==> config.mk <==
export PLATFORM = sky130hd
export DESIGN_NAME = fb_pixel_arbiter
export DESIGN_NICKNAME = d
export VERILOG_FILES = /design/src/rtl/fb_pixel_arbiter.sv
export SDC_FILE = /design/constraint.sdc
export NUM_CORES = 1
export LEC_CHECK = 0
export BUFFER_PORTS_ARGS = -buffer_cell sky130_fd_sc_hd__buf_2
export CORE_ASPECT_RATIO = 1.1
export CORE_UTILIZATION = 25
export DETAILED_ROUTE_END_ITERATION = 6
export GPL_ROUTABILITY_DRIVEN = 0
export HOLD_SLACK_MARGIN = 0.06
export PLACE_DENSITY = 0.49
export SLEW_MARGIN = 5
export SYNTH_ARGS = -nofsm -noshare
export SYNTH_HDL_FRONTEND = slang
export SYNTH_SLANG_ARGS = --single-unit
export TNS_END_PERCENT = 5
==> constraint.sdc <==
create_clock -name Clock -period 5.8 [get_ports Clock]
set_input_delay 0.87 -clock Clock [delete_from_list [all_inputs] [get_ports Clock]]
set_output_delay 0.87 -clock Clock [all_outputs]
set_load 0.02 [all_outputs]
==> src/rtl/fb_pixel_arbiter.sv <==
// ============================================================================
// Module   : fb_pixel_arbiter
// Purpose  : Shares the single-port monochrome framebuffer RAM between VGA
//            byte fetches (absolute priority) and read-modify-write pixel
//            set/clear/invert commands. The optional full-screen clear engine
//            is enabled by defining FB_CLEAR_EN.
// Revision : 1.0  initial release
// ============================================================================
`default_nettype none

module fb_pixel_arbiter #(
    parameter int WIDTH  = 160,
    parameter int HEIGHT = 120,
    parameter int ADDR_W = 12
) (
    input  logic              Clock,
    input  logic              Reset,
    input  logic              VgaReq_i,
    input  logic [ADDR_W-1:0] VgaAddress_i,
    output logic [7:0]        VgaData_o,
    input  logic              PixValid_i,
    output logic              PixReady_o,
    input  logic [7:0]        PixX_i,
    input  logic [6:0]        PixY_i,
    input  logic [1:0]        PixOp_i,
    output logic              PixDone_o,
    output logic              PixError_o,
    input  logic              ClearStart_i,
    output logic              Busy_o,
    output logic [ADDR_W-1:0] RamAddress_o,
    output logic              RamWrite_o,
    output logic [7:0]        RamWData_o,
    input  logic [7:0]        RamRData_i
);

    typedef enum logic [2:0] {
        S_IDLE   = 3'd0,
        S_READ   = 3'd1,
        S_MODIFY = 3'd2,
        S_WRITE  = 3'd3
`ifdef FB_CLEAR_EN
        ,S_CLEAR = 3'd4
`endif
    } state_t;

    state_t              r_state;
    state_t              w_next;
    logic [ADDR_W-1:0]   r_addr;
    logic [2:0]          r_bit;
    logic [1:0]          r_op;
    logic [7:0]          r_byte;
    logic                r_done;
    logic                r_err;
    logic                r_vga_pend;

    logic                w_hs;
    logic                w_x_oor;
    logic                w_y_oor;
    logic                w_noop;
    logic [ADDR_W-1:0]   w_pix_addr;
    logic [7:0]          w_mask;
    logic [7:0]          w_mod_byte;
    logic                w_latch;
    logic                w_capture;
    logic                w_done_nxt;
    logic                w_err_nxt;
    logic                w_fsm_we;
    logic [ADDR_W-1:0]   w_fsm_addr;
    logic [7:0]          w_wdata;

`ifdef FB_CLEAR_EN
    localparam logic [ADDR_W-1:0] c_LAST = ADDR_W'(WIDTH * HEIGHT / 8 - 1);
    logic [ADDR_W-1:0]   r_clr_cnt;
    logic                w_clr_start;
    logic                w_clr_inc;
`else
    logic                w_unused_clear;
    assign w_unused_clear = ClearStart_i;
`endif

    assign w_x_oor    = {1'b0, PixX_i} >= 9'(WIDTH);
    assign w_y_oor    = {1'b0, PixY_i} >= 8'(HEIGHT);
    assign w_noop     = (PixOp_i == 2'b11);
    assign w_pix_addr = ADDR_W'(PixY_i[6:3]) * ADDR_W'(WIDTH) + ADDR_W'(PixX_i);

`ifdef FB_CLEAR_EN
    // A pending clear request blocks pixel handshakes so it wins the IDLE cycle.
    assign PixReady_o = (r_state == S_IDLE) && !ClearStart_i;
`else
    assign PixReady_o = (r_state == S_IDLE);
`endif
    assign w_hs   = PixValid_i && PixReady_o;
    assign Busy_o = (r_state != S_IDLE);

    assign w_mask = 8'b1 << r_bit;
    always_comb begin
        w_mod_byte = RamRData_i;
        case (r_op)
            2'b00:   w_mod_byte = RamRData_i & ~w_mask;
            2'b01:   w_mod_byte = RamRData_i | w_mask;
            2'b10:   w_mod_byte = RamRData_i ^ w_mask;
            default: w_mod_byte = RamRData_i;
        endcase
    end

    always_comb begin
        w_next     = r_state;
        w_latch    = 1'b0;
        w_capture  = 1'b0;
        w_done_nxt = 1'b0;
        w_err_nxt  = 1'b0;
        w_fsm_we   = 1'b0;
        w_fsm_addr = r_addr;
        w_wdata    = r_byte;
`ifdef FB_CLEAR_EN
        w_clr_start = 1'b0;
        w_clr_inc   = 1'b0;
`endif
        case (r_state)
            S_IDLE: begin
`ifdef FB_CLEAR_EN
                if (ClearStart_i) begin
                    w_next      = S_CLEAR;
                    w_clr_start = 1'b1;
                end else
`endif
                if (w_hs) begin
                    if (w_x_oor || w_y_oor || w_noop) begin
                        w_done_nxt = 1'b1;
                        w_err_nxt  = w_x_oor || w_y_oor;
                    end else begin
                        w_latch = 1'b1;
                        w_next  = S_READ;
                    end
                end
            end
            S_READ: begin
                if (!VgaReq_i) w_next = S_MODIFY;
            end
            // Read data here is always ours: READ only advances on a non-VGA cycle.
            S_MODIFY: begin
                w_capture = 1'b1;
                w_next    = S_WRITE;
            end
            S_WRITE: begin
                if (!VgaReq_i) begin
                    w_fsm_we   = 1'b1;
                    w_done_nxt = 1'b1;
                    w_next     = S_IDLE;
                end
            end
`ifdef FB_CLEAR_EN
            S_CLEAR: begin
                w_fsm_addr = r_clr_cnt;
                w_wdata    = 8'h00;
                if (!VgaReq_i) begin
                    w_fsm_we = 1'b1;
                    if (r_clr_cnt == c_LAST) begin
                        w_done_nxt = 1'b1;
                        w_next     = S_IDLE;
                    end else begin
                        w_clr_inc = 1'b1;
                    end
                end
            end
`endif
            default: w_next = S_IDLE;
        endcase
    end

    assign RamAddress_o = VgaReq_i ? VgaAddress_i : w_fsm_addr;
    assign RamWrite_o   = w_fsm_we;
    assign RamWData_o   = w_wdata;
    assign PixDone_o    = r_done;
    assign PixError_o   = r_err;

    always_ff @(posedge Clock or negedge Reset) begin
        if (!Reset) begin
            r_state    <= S_IDLE;
            r_addr     <= '0;
            r_bit      <= '0;
            r_op       <= '0;
            r_byte     <= '0;
            r_done     <= 1'b0;
            r_err      <= 1'b0;
            r_vga_pend <= 1'b0;
            VgaData_o  <= '0;
        end else begin
            r_state    <= w_next;
            r_done     <= w_done_nxt;
            r_err      <= w_err_nxt;
            r_vga_pend <= VgaReq_i;
            if (r_vga_pend) VgaData_o <= RamRData_i;
            if (w_latch) begin
                r_addr <= w_pix_addr;
                r_bit  <= PixY_i[2:0];
                r_op   <= PixOp_i;
            end
            if (w_capture) r_byte <= w_mod_byte;
        end
    end

`ifdef FB_CLEAR_EN
    always_ff @(posedge Clock or negedge Reset) begin
        if (!Reset)           r_clr_cnt <= '0;
        else if (w_clr_start) r_clr_cnt <= '0;
        else if (w_clr_inc)   r_clr_cnt <= r_clr_cnt + 1'b1;
    end
`endif

endmodule

`default_nettype wire
# Yosys cells after proc, flatten, opt, wreduce, memory -nomap -nowiden
# Index checks and enable logic that the tools add are counted.
# Widths: inputs -> output; s select.
# totals
n_memories	0
ram_bits	0
latchBits	0
word_cells	54
mem_bits_ro	0
inputBits	42
ff_bits	39
# classes
bitwise_logic	4
n_reduce_logical	7
shift	1
order_cmp	2
n_eq_ne	10
n_mul	1
n_div	0
add_sub_neg	1
mux	19
# op_table
operator	n
$pmux 8 s3	1
$add 12x8->12	1
$mux 12	1
$mux 3	4
$pmux 3 s4	1
$mux 1	11
$and 8x8->8	1
$ge 8x8->1 const B	1
$not 8->8	1
$or 8x8->8	1
$shl 1x3->8 const A	1
$xor 8x8->8	1
$ge 7x7->1 const B	1
$mul 4x3->7 const B	1
$eq 3x2->1 const B	2
$ne 2x2->1 const B	3
$eq 2x2->1 const B	2
$reduce_and 4->1	1
$eq 3x1->1 const B	1
$logic_not 3->1	1
$reduce_bool 3->1	1
$eq 2x1->1 const B	1
$logic_not 2->1	1
$logic_or 1x1->1	2
3 further kinds	3

# Logic depth before layout (Yosys ltp)
# Gate-level depths: netlist of run 1.
# depth
word_depth	6
ltp_mapped	7
ltp_nobuf	7

# Worst setup path after synthesis of run 1
# No wires, ideal clock.
# synth_timing
path_type	input to register
from	input PixY_i[4]
to	register r_addr[11]
path_slack_ns	3.039
arrival_ns	2.688
stages	7
required_ns	5.727
setup_ns	0.073
path_cell_list	ha_1 > ha_1 > fa_1 > nand2_1 > or4b_1 > a21bo_1 > a21oi_2
# synth_via
elab_chain_len	6
word_cells_on_any_way	8
cone_classes	add/sub: 1; mul: 1; order compare: 1; mux: 3; reduce/logical: 2
# synth_lines
item	line_no	rtl
start, declared	24	input logic [6:0] PixY_i,
parallel branches: the longest is 6 deep, another holds $add 12x8->12	-	
end signal, assigned	195	r_addr <= w_pix_addr;
end, declared	48	logic [ADDR_W-1:0] r_addr;
# Parallel ways; which one is timed is not known.
# A chain may end at the register's enable or synchronous reset.

# Worst setup path in the final report of run 1
# Same ends and word-level chain as after synthesis.

==> key figures, run 1 <==
STA
  • Hold violation count in the final report: 0
  • Max-slew violations: 0
  • Clock skew: 0.00380 ns
  • Final worst path period share: 0.467
  • Minimum clock period: 2.71 ns
  • Setup TNS: 0 ns
  • Max Freq: 0.369 GHz
  • Relative slew slack: 0.396
  • Slew @ Worst Pin: 0.906 ns
  • RSZ-0062 raised after global routing: no
  • Hold slack: 0.490 ns
  • Setup Viol. Count Final: 0

Placement
  • PortBufs: 73
  • DP Area: 0.00288 sq mm
  • Post-Place Cells: 393
  • DPL Wire Length: 4070 um

Clocking
  • Setup Buffers After CTS: 0
  • CTS Sinks: 38
  • CTS root buf: clkbuf_8
  • CTS buffer count: 5
  • Worst-skew pair later-pin latency: 0.29 ns
  • CTS tree: built
  • Reg clk slew, reported paths: 0.08 ns
  • Hold Buf Count CTS: 0
  • Post-cts resize count: 0
  • CTS H-tree depth: 2
  • Clock buffer depth: 2

Drt
  • Via/cell ratio: 4.45
  • DR WL/cell: 13.3 um
  • Routed Antenna Nets: 0
  • Detailed-route via count: 1786
  • First drt pass iteration count: 4
  • # DRC: 0
  • WL final: 5320 um
  • First-iteration detailed-routing DRC count: 31

Logic synthesis
  • Synth top cells by count: mux2_2 (41), dfrtp_1 (38), ha_1 (27)
  • Post-synth EDFFs: 0
  • Mapped Cells: 210
  • Ys Warns: 0
  • Adder-cell share of the synthesized area: 0.157
  • Net Count, Synth: 281
  • Synth cell types: 33
  • Post-synth top area cell: dfrtp_1
  • Main synth FF type: dfrtp_1
  • Compound-gate portion of the synthesized area: 0.0879
  • Most common cell in the netlist: mux2_2
  • Syn_area_per_cell: 11.5 sq um
  • Post-synth top area share: 0.395
  • Largest family of logic cells by synthesized area: multiplexers
  • Post-synthesis simple-gate area fraction: 0.0827
  • Sequential area share after synthesis: 0.395
  • Post-synthesis mux area share: 0.220
  • Post-Syn Area: 0.00241 sq mm
  • Synth Register Bits: 38
  • Synth top area cells: dfrtp_1 (40%), mux2_2 (19%), ha_1 (14%)
  • Synth Area in XOR/XNOR: 0.0182
  • Ys async rst share: 1.00

Worst setup path
  • Setup crit end kind: flop
  • Worst setup SP type: primary input
  • Critical path arrival: 2.93 ns
  • Setup CP Type: in -> reg
  • Crit Path Max Fanout: 4
  • Buf/Inv on CP: 1
  • CP max-delay cell: fa_1
  • CP max stage delay: 0.52 ns
  • Most used cell, CP: ha_1
  • Critical path required time: 6.02 ns
  • CP Cell Sequence: buf_2 -> ha_1 -> ha_1 -> fa_1 -> nand2_1 -> or4b_1 -> a21bo_1 -> a21oi_2
  • Crit-path leading delay family: adder cells

Outcome
  • Status: completed

Layout
  • Area added between synthesis and finish: 25.8%
  • Final nets: 354
  • Layout Utilization: 0.324
  • Share of layout cells above drive strength 1: 0.465
  • Final instance area: 0.00303 sq mm
  • Finished Layout Cells: 401
  • Ant diodes: 0

Global route
  • Global-route wire length before repair: 9050 um
  • Grt ovf: 0
  • Vias in the first global route: 1903
  • All-Layer GR Usage: 0.117
  • Largest net degree at the start of global routing: 39
  • Initial antenna violation count: 0

Die
  • DIE AREA: 0.0100 sq mm
  • Chip Height: 105 um
  • Die Width: 95.5 um
  • Num rows: 37
  • Placeable Area: 0.00935 sq mm
  • I/O pin total: 75
  • Initial cell density of the core: 0.257

Pwr
  • Leakage power: 1.44 nW
  • Maximum vdd ir drop: 0.000122 V
  • Pwr/cell area: 441 mW/mm^2

Min path
  • Hold crit path type: reg -> reg

Run
  • Max Cap Viol: 0
-- placed cells by master (no fill, tap or decap), types with 2 or more instances in the layout --
cell type	instances
buf_2	73
inv_1	14
a31oi_1	2
nand3b_1	3
fa_1	2
a211oi_1	6
nor2_1	15
dfrtp_1	38
xnor2_1	4
a21oi_1	13
o21ai_0	4
o21bai_1	2
ha_1	27
nand4_1	2
nand2_1	9
or3b_2	2
bufinv_16	2
mux4_2	3
clkbuf_8	6
mux2_2	41
a21oi_2	2
nor2b_1	2
-- worst reg2reg max path, delay by kind of cell, from the launching register on --
family,cells,cell delay (ns)
multiplexers,1,0.29
AND/OR/NAND/NOR,2,0.51
buffers and inverters,2,0.44
flip-flops,1,0.42
adder cells (fa/ha/maj),1,0.24
-- final cells by class --
| class | instances | area, sq um |
|---|---|---|
| fill | 996 | 6320 |
| clock buffer | 6 | 82.6 |
| clock inverter | 2 | 60.1 |
| tap | 117 | 146 |
| sequential | 38 | 951 |
| timing repair buffer | 74 | 373 |
| multi-input combinational | 150 | 1360 |
| inverter | 14 | 52.6 |
-- metrics by stage --
stage	total power [mW]	setup WS, ns
after floorplan	0.901	3.04
after global placement	1.05	2.82
after detailed placement	1.07	2.77
after CTS	1.36	3.10
after global routing	1.45	2.99
final	1.33	3.09
-- metal layers --
layer,part of all wire,GRT usage,vias up
met2,0.52,0.216,47
met4,0.012,0.0320,0
met5,0,0,-
met3,0.047,0.0240,7
met1,0.42,0.134,848
li1,-,-,884
-- power breakdown --
part	leakage, nW	total (mW)	switching, mW	internal, mW
sequential	0.452	0.477	0.108	0.369
clock	0.0714	0.284	0.101	0.184
combinational	0.913	0.573	0.286	0.288
total	1.44	1.33	0.494	0.841
-- path summary, 6_finish.rpt --
check | from | to | slack (ns) | cells after the start
worst min register to register | r_addr[10]$_DFFE_PN0P_ | r_addr[10]$_DFFE_PN0P_ | 0.49 | 2
worst max-delay path | PixY_i[4] | r_addr[11]$_DFFE_PN0P_ | 3.09 | 8
max in group asynchronous | Reset | r_addr[9]$_DFFE_PN0P_ | 4.53 | 1
worst max register to register | r_state[0]$_DFFE_PN0P_ | r_addr[1]$_DFFE_PN0P_ | 3.79 | 6
min in group asynchronous | Reset | r_vga_pend$_DFF_PN0_ | 0.71 | 1
worst min-delay path | r_addr[10]$_DFFE_PN0P_ | r_addr[10]$_DFFE_PN0P_ | 0.49 | 2
-- cells by family after synthesis --
| family | Yosys count |
|---|---|
| and+or+nand+nor | 39 |
| AOI/OAI and AO/OA | 33 |
| buffers and inverters | 22 |
| muxes | 44 |
| DFF | 38 |
| xor gates and xnor gates | 5 |
| adders and majority gates | 29 |
-- flip-flops by register name, indices dropped and copies added, names as in the netlist --
signal	cells
PixDone_o	1
r_bit	3
r_op	2
r_vga_pend	1
RamWData_o	8
r_addr	12
VgaData_o	8
r_state	2
PixError_o	1
Note: power is estimated with default switching activity, not from simulation.
==> inputs of run 2 (changes only) <==
--- a/config.mk
+++ b/config.mk
@@ -5,6 +5,7 @@
 export SDC_FILE = /design/constraint.sdc
 export NUM_CORES = 1
 export LEC_CHECK = 0
+export ABC_AREA = 1
 export BUFFER_PORTS_ARGS = -buffer_cell sky130_fd_sc_hd__buf_2
 export CORE_ASPECT_RATIO = 1.1
 export CORE_UTILIZATION = 25
==> constraint.sdc (replaced) <==
create_clock -name Clock -period 2.82 [get_ports Clock]
set_input_delay 0.423 -clock Clock [delete_from_list [all_inputs] [get_ports Clock]]
set_output_delay 0.423 -clock Clock [all_outputs]
set_load 0.02 [all_outputs]
==> key figures, run 2 <==
Layout
  • Most common cell after layout, fill and taps aside: buf_2 (unchanged)
  • Area added between synthesis and finish: 22.6% (was 25.8%)
  • Largest register FFs: 12 (unchanged)
  • Most frequent cells in the layout: buf_2 (73), nand2_1 (67), dfrtp_1 (38) (was buf_2 (73), mux2_2 (41), dfrtp_1 (38))
  • Ant diodes: 0 (unchanged)
  • Share of layout cells above drive strength 1: 0.263 (was 0.465)
  • Final nets: 425 (was 354)
  • Top reg by flops: r_addr (unchanged)
  • Final instance area: 0.00293 sq mm (was 0.00303 sq mm)

Pwr
  • Int Pwr: 1.38 mW (was 0.841 mW)
  • P_sw: 1.06 mW (was 0.494 mW)
  • Reg power frac: 0.360 (was 0.357)
  • Switching share of total power: 0.434 (was 0.370)
  • Combinational power share: 0.494 (was 0.430)
  • Clock power frac: 0.146 (was 0.213)
  • Pwr/cell area: 833 mW/mm^2 (was 441 mW/mm^2)
  • Maximum vdd ir drop: 0.000198 V (was 0.000122 V)
  • Leakage power: 1.48 nW (was 1.44 nW)

STA
  • Clock skew: 0.00632 ns (was 0.00380 ns)
  • Slew @ Worst Pin: 0.881 ns (was 0.906 ns)
  • RSZ-0062 raised after global routing: no (unchanged)
  • Setup ws final: 0.941 ns (was 3.09 ns)
  • Setup TNS: 0 ns (unchanged)
  • Max-slew violations: 0 (unchanged)
  • Hold violation count in the final report: 0 (unchanged)
  • Relative slew slack: 0.413 (was 0.396)
  • Setup Viol. Count Final: 0 (unchanged)
  • Minimum clock period: 1.88 ns
  • Max Freq: 0.532 GHz
  • Final worst path period share: 0.666

Clocking
  • Post-cts resize count: 0 (unchanged)
  • Setup Buffers After CTS: 0 (unchanged)
  • Hold Buf Count CTS: 0 (unchanged)
  • CTS tree: built (unchanged)
  • CTS Sinks: 38 (unchanged)
  • Clock buffer depth: 2 (unchanged)
  • Worst-skew pair later-pin latency: 0.29 ns (about the same)
  • CTS buffer count: 5 (unchanged)
  • CTS H-tree depth: 2 (unchanged)
  • Reg clk slew, reported paths: 0.07 ns (was 0.08 ns)
  • CTS root buf: clkbuf_8 (unchanged)

Drt
  • WL final: 5680 um (was 5320 um)
  • Via/cell ratio: 4.32 (was 4.45)
  • # DRC: 0 (unchanged)
  • Routed Antenna Nets: 0 (unchanged)
  • DR WL/cell: 12.1 um (was 13.3 um)
  • Detailed-route via count: 2033 (was 1786)
  • First-iteration detailed-routing DRC count: 44 (was 31)
  • First drt pass iteration count: 6 (was 4)

Logic synthesis
  • Synth top area cells: dfrtp_1 (40%), ha_1 (14%), nand2_1 (11%) (was dfrtp_1 (40%), mux2_2 (19%), ha_1 (14%))
  • Mapped Cells: 281 (was 210)
  • Post-synth top area cell: dfrtp_1 (unchanged)
  • Synth cell types: 25 (was 33)
  • Ys async rst share: 1.00 (unchanged)
  • Post-synth top area share: 0.398 (was 0.395)
  • Post-synth EDFFs: 0 (unchanged)
  • Main synth FF type: dfrtp_1 (unchanged)
  • Ys Warns: 0 (unchanged)
  • Most common cell in the netlist: nand2_1 (was mux2_2)
  • Synth top cells by count: nand2_1 (67), dfrtp_1 (38), inv_1 (34) (was mux2_2 (41), dfrtp_1 (38), ha_1 (27))
  • Synth Register Bits: 38 (unchanged)
  • Post-Syn Area: 0.00239 sq mm (was 0.00241 sq mm)
  • Sequential area share after synthesis: 0.398 (was 0.395)
  • Syn_area_per_cell: 8.50 sq um (was 11.5 sq um)
  • Net Count, Synth: 352 (was 281)

Worst setup path
  • Worst setup SP type: primary input (unchanged)
  • Critical path required time: 3.00 ns (was 6.02 ns)
  • Critical path arrival: 2.06 ns (was 2.93 ns)
  • Setup CP Type: in -> reg (unchanged)
  • Crit Path Max Fanout: 4 (unchanged)
  • Setup crit end kind: flop (unchanged)

Placement
  • Pre-CTS WS: 0.624 ns (was 2.77 ns)
  • DP Area: 0.00285 sq mm (was 0.00288 sq mm)
  • PortBufs: 73 (unchanged)
  • DPL Wire Length: 4370 um (was 4070 um)

Run
  • Max Cap Viol: 0 (unchanged)

Min path
  • Hold crit path type: in -> async (was reg -> reg)

Global route
  • Grt ovf: 0 (unchanged)
  • Global-route wire length before repair: 9200 um (was 9050 um)
  • Largest net degree at the start of global routing: 39 (unchanged)
  • All-Layer GR Usage: 0.120 (was 0.117)
  • Initial antenna violation count: 0 (unchanged)
  • Vias in the first global route: 1949 (was 1903)

Die
  • Placeable Area: 0.00931 sq mm (was 0.00935 sq mm)
  • Initial cell density of the core: 0.257 (about the same)
  • Die Width: 95.2 um (was 95.5 um)
  • Num rows: 37 (unchanged)
  • DIE AREA: 0.00995 sq mm (was 0.0100 sq mm)
  • I/O pin total: 75 (unchanged)
  • Chip Height: 105 um (about the same)

Outcome
  • Status: completed (unchanged)
-- run 2: cell types whose count changed in the layout (fill, tap and decap cells not counted), moves of 6 or more --
cell and delta:
nand3_1 +11, nand2_1 +58, inv_1 +20, a211oi_1 -6
o21ai_0 +28, mux2_2 -39, o211ai_1 +8, o22a_1 +8
-- run 2: path summary, 6_finish.rpt --
path	startpoint	to	slack, ns	depth (start not counted)
worst max-delay path	PixY_i[4]	r_addr[11]$_DFFE_PN0P_	0.94	9
worst min-delay path	Reset	VgaData_o[0]$_DFFE_PN0P_	0.26	1
worst max register to register	r_state[0]$_DFFE_PN0P_	r_addr[2]$_DFFE_PN0P_	1.04	6
worst min register to register	RamWData_o[5]$_DFFE_PN0P_	RamWData_o[5]$_DFFE_PN0P_	0.49	1
max in group asynchronous	Reset	r_addr[9]$_DFFE_PN0P_	2.01	1
min in group Clock	PixX_i[1]	r_addr[1]$_DFFE_PN0P_	0.34	3
-- run 2: cells by family after synthesis --
group / Yosys count / synth area share
compound gates: 63 / 0.157
flops: 38 / 0.398
buf+inv: 42 / 0.0765
fa+ha+maj: 29 / 0.158
mux: 2 / 0.00943
simple gates: 106 / 0.197
xor+xnor: 1 / 0.00367
-- run 2: layout make-up --
cell class	count	area, sq um
fillers	1005	6380
inverters	34	128
multi-input cells	201	1250
repair buffers	74	373
clock buffers	7	76.3
well taps	117	146
flip-flops and latches	38	951
-- run 2: routing by layer --
metal	global-route usage	wire length, um	vias to the layer above
met5	0	0	-
met1	0.146	2600	913
met3	0.0234	268	4
met4	0.0357	55	0
met2	0.208	2750	45
li1	-	-	1071
-- run 2: critical path, stage by stage --
cell and delay, ns:
buf_2 0.13, ha_1 0.29, ha_1 0.22, fa_1 0.53, inv_1 0.05, nor2_1 0.18, nand3b_1 0.11, nand3_2 0.08
nand2_1 0.04
-- run 2: power groups by stage --
stage / combinational [mW] / sequential [mW] / clock, mW
floorplan: 0.785 / 0.959 / 0
global placement: 1.21 / 0.884 / 0
detailed placement: 1.23 / 0.890 / 0
CTS: 1.23 / 0.880 / 0.375
global route: 1.39 / 0.907 / 0.393
finish: 1.21 / 0.878 / 0.355
-- run 2: stage by stage --
| stage | power [mW] | hold slack, ns | util | cells |
|---|---|---|---|---|
| after floorplan | 1.74 | 0.127 | - | 281 |
| after global routing | 2.69 | 0.337 | 0.315 | 471 |
| after global placement | 2.09 | 0.466 | 0.307 | 464 |
| after detailed placement | 2.12 | 0.478 | 0.307 | 464 |
| after CTS | 2.49 | 0.285 | 0.315 | 471 |
| final | 2.44 | 0.255 | 0.315 | 471 |
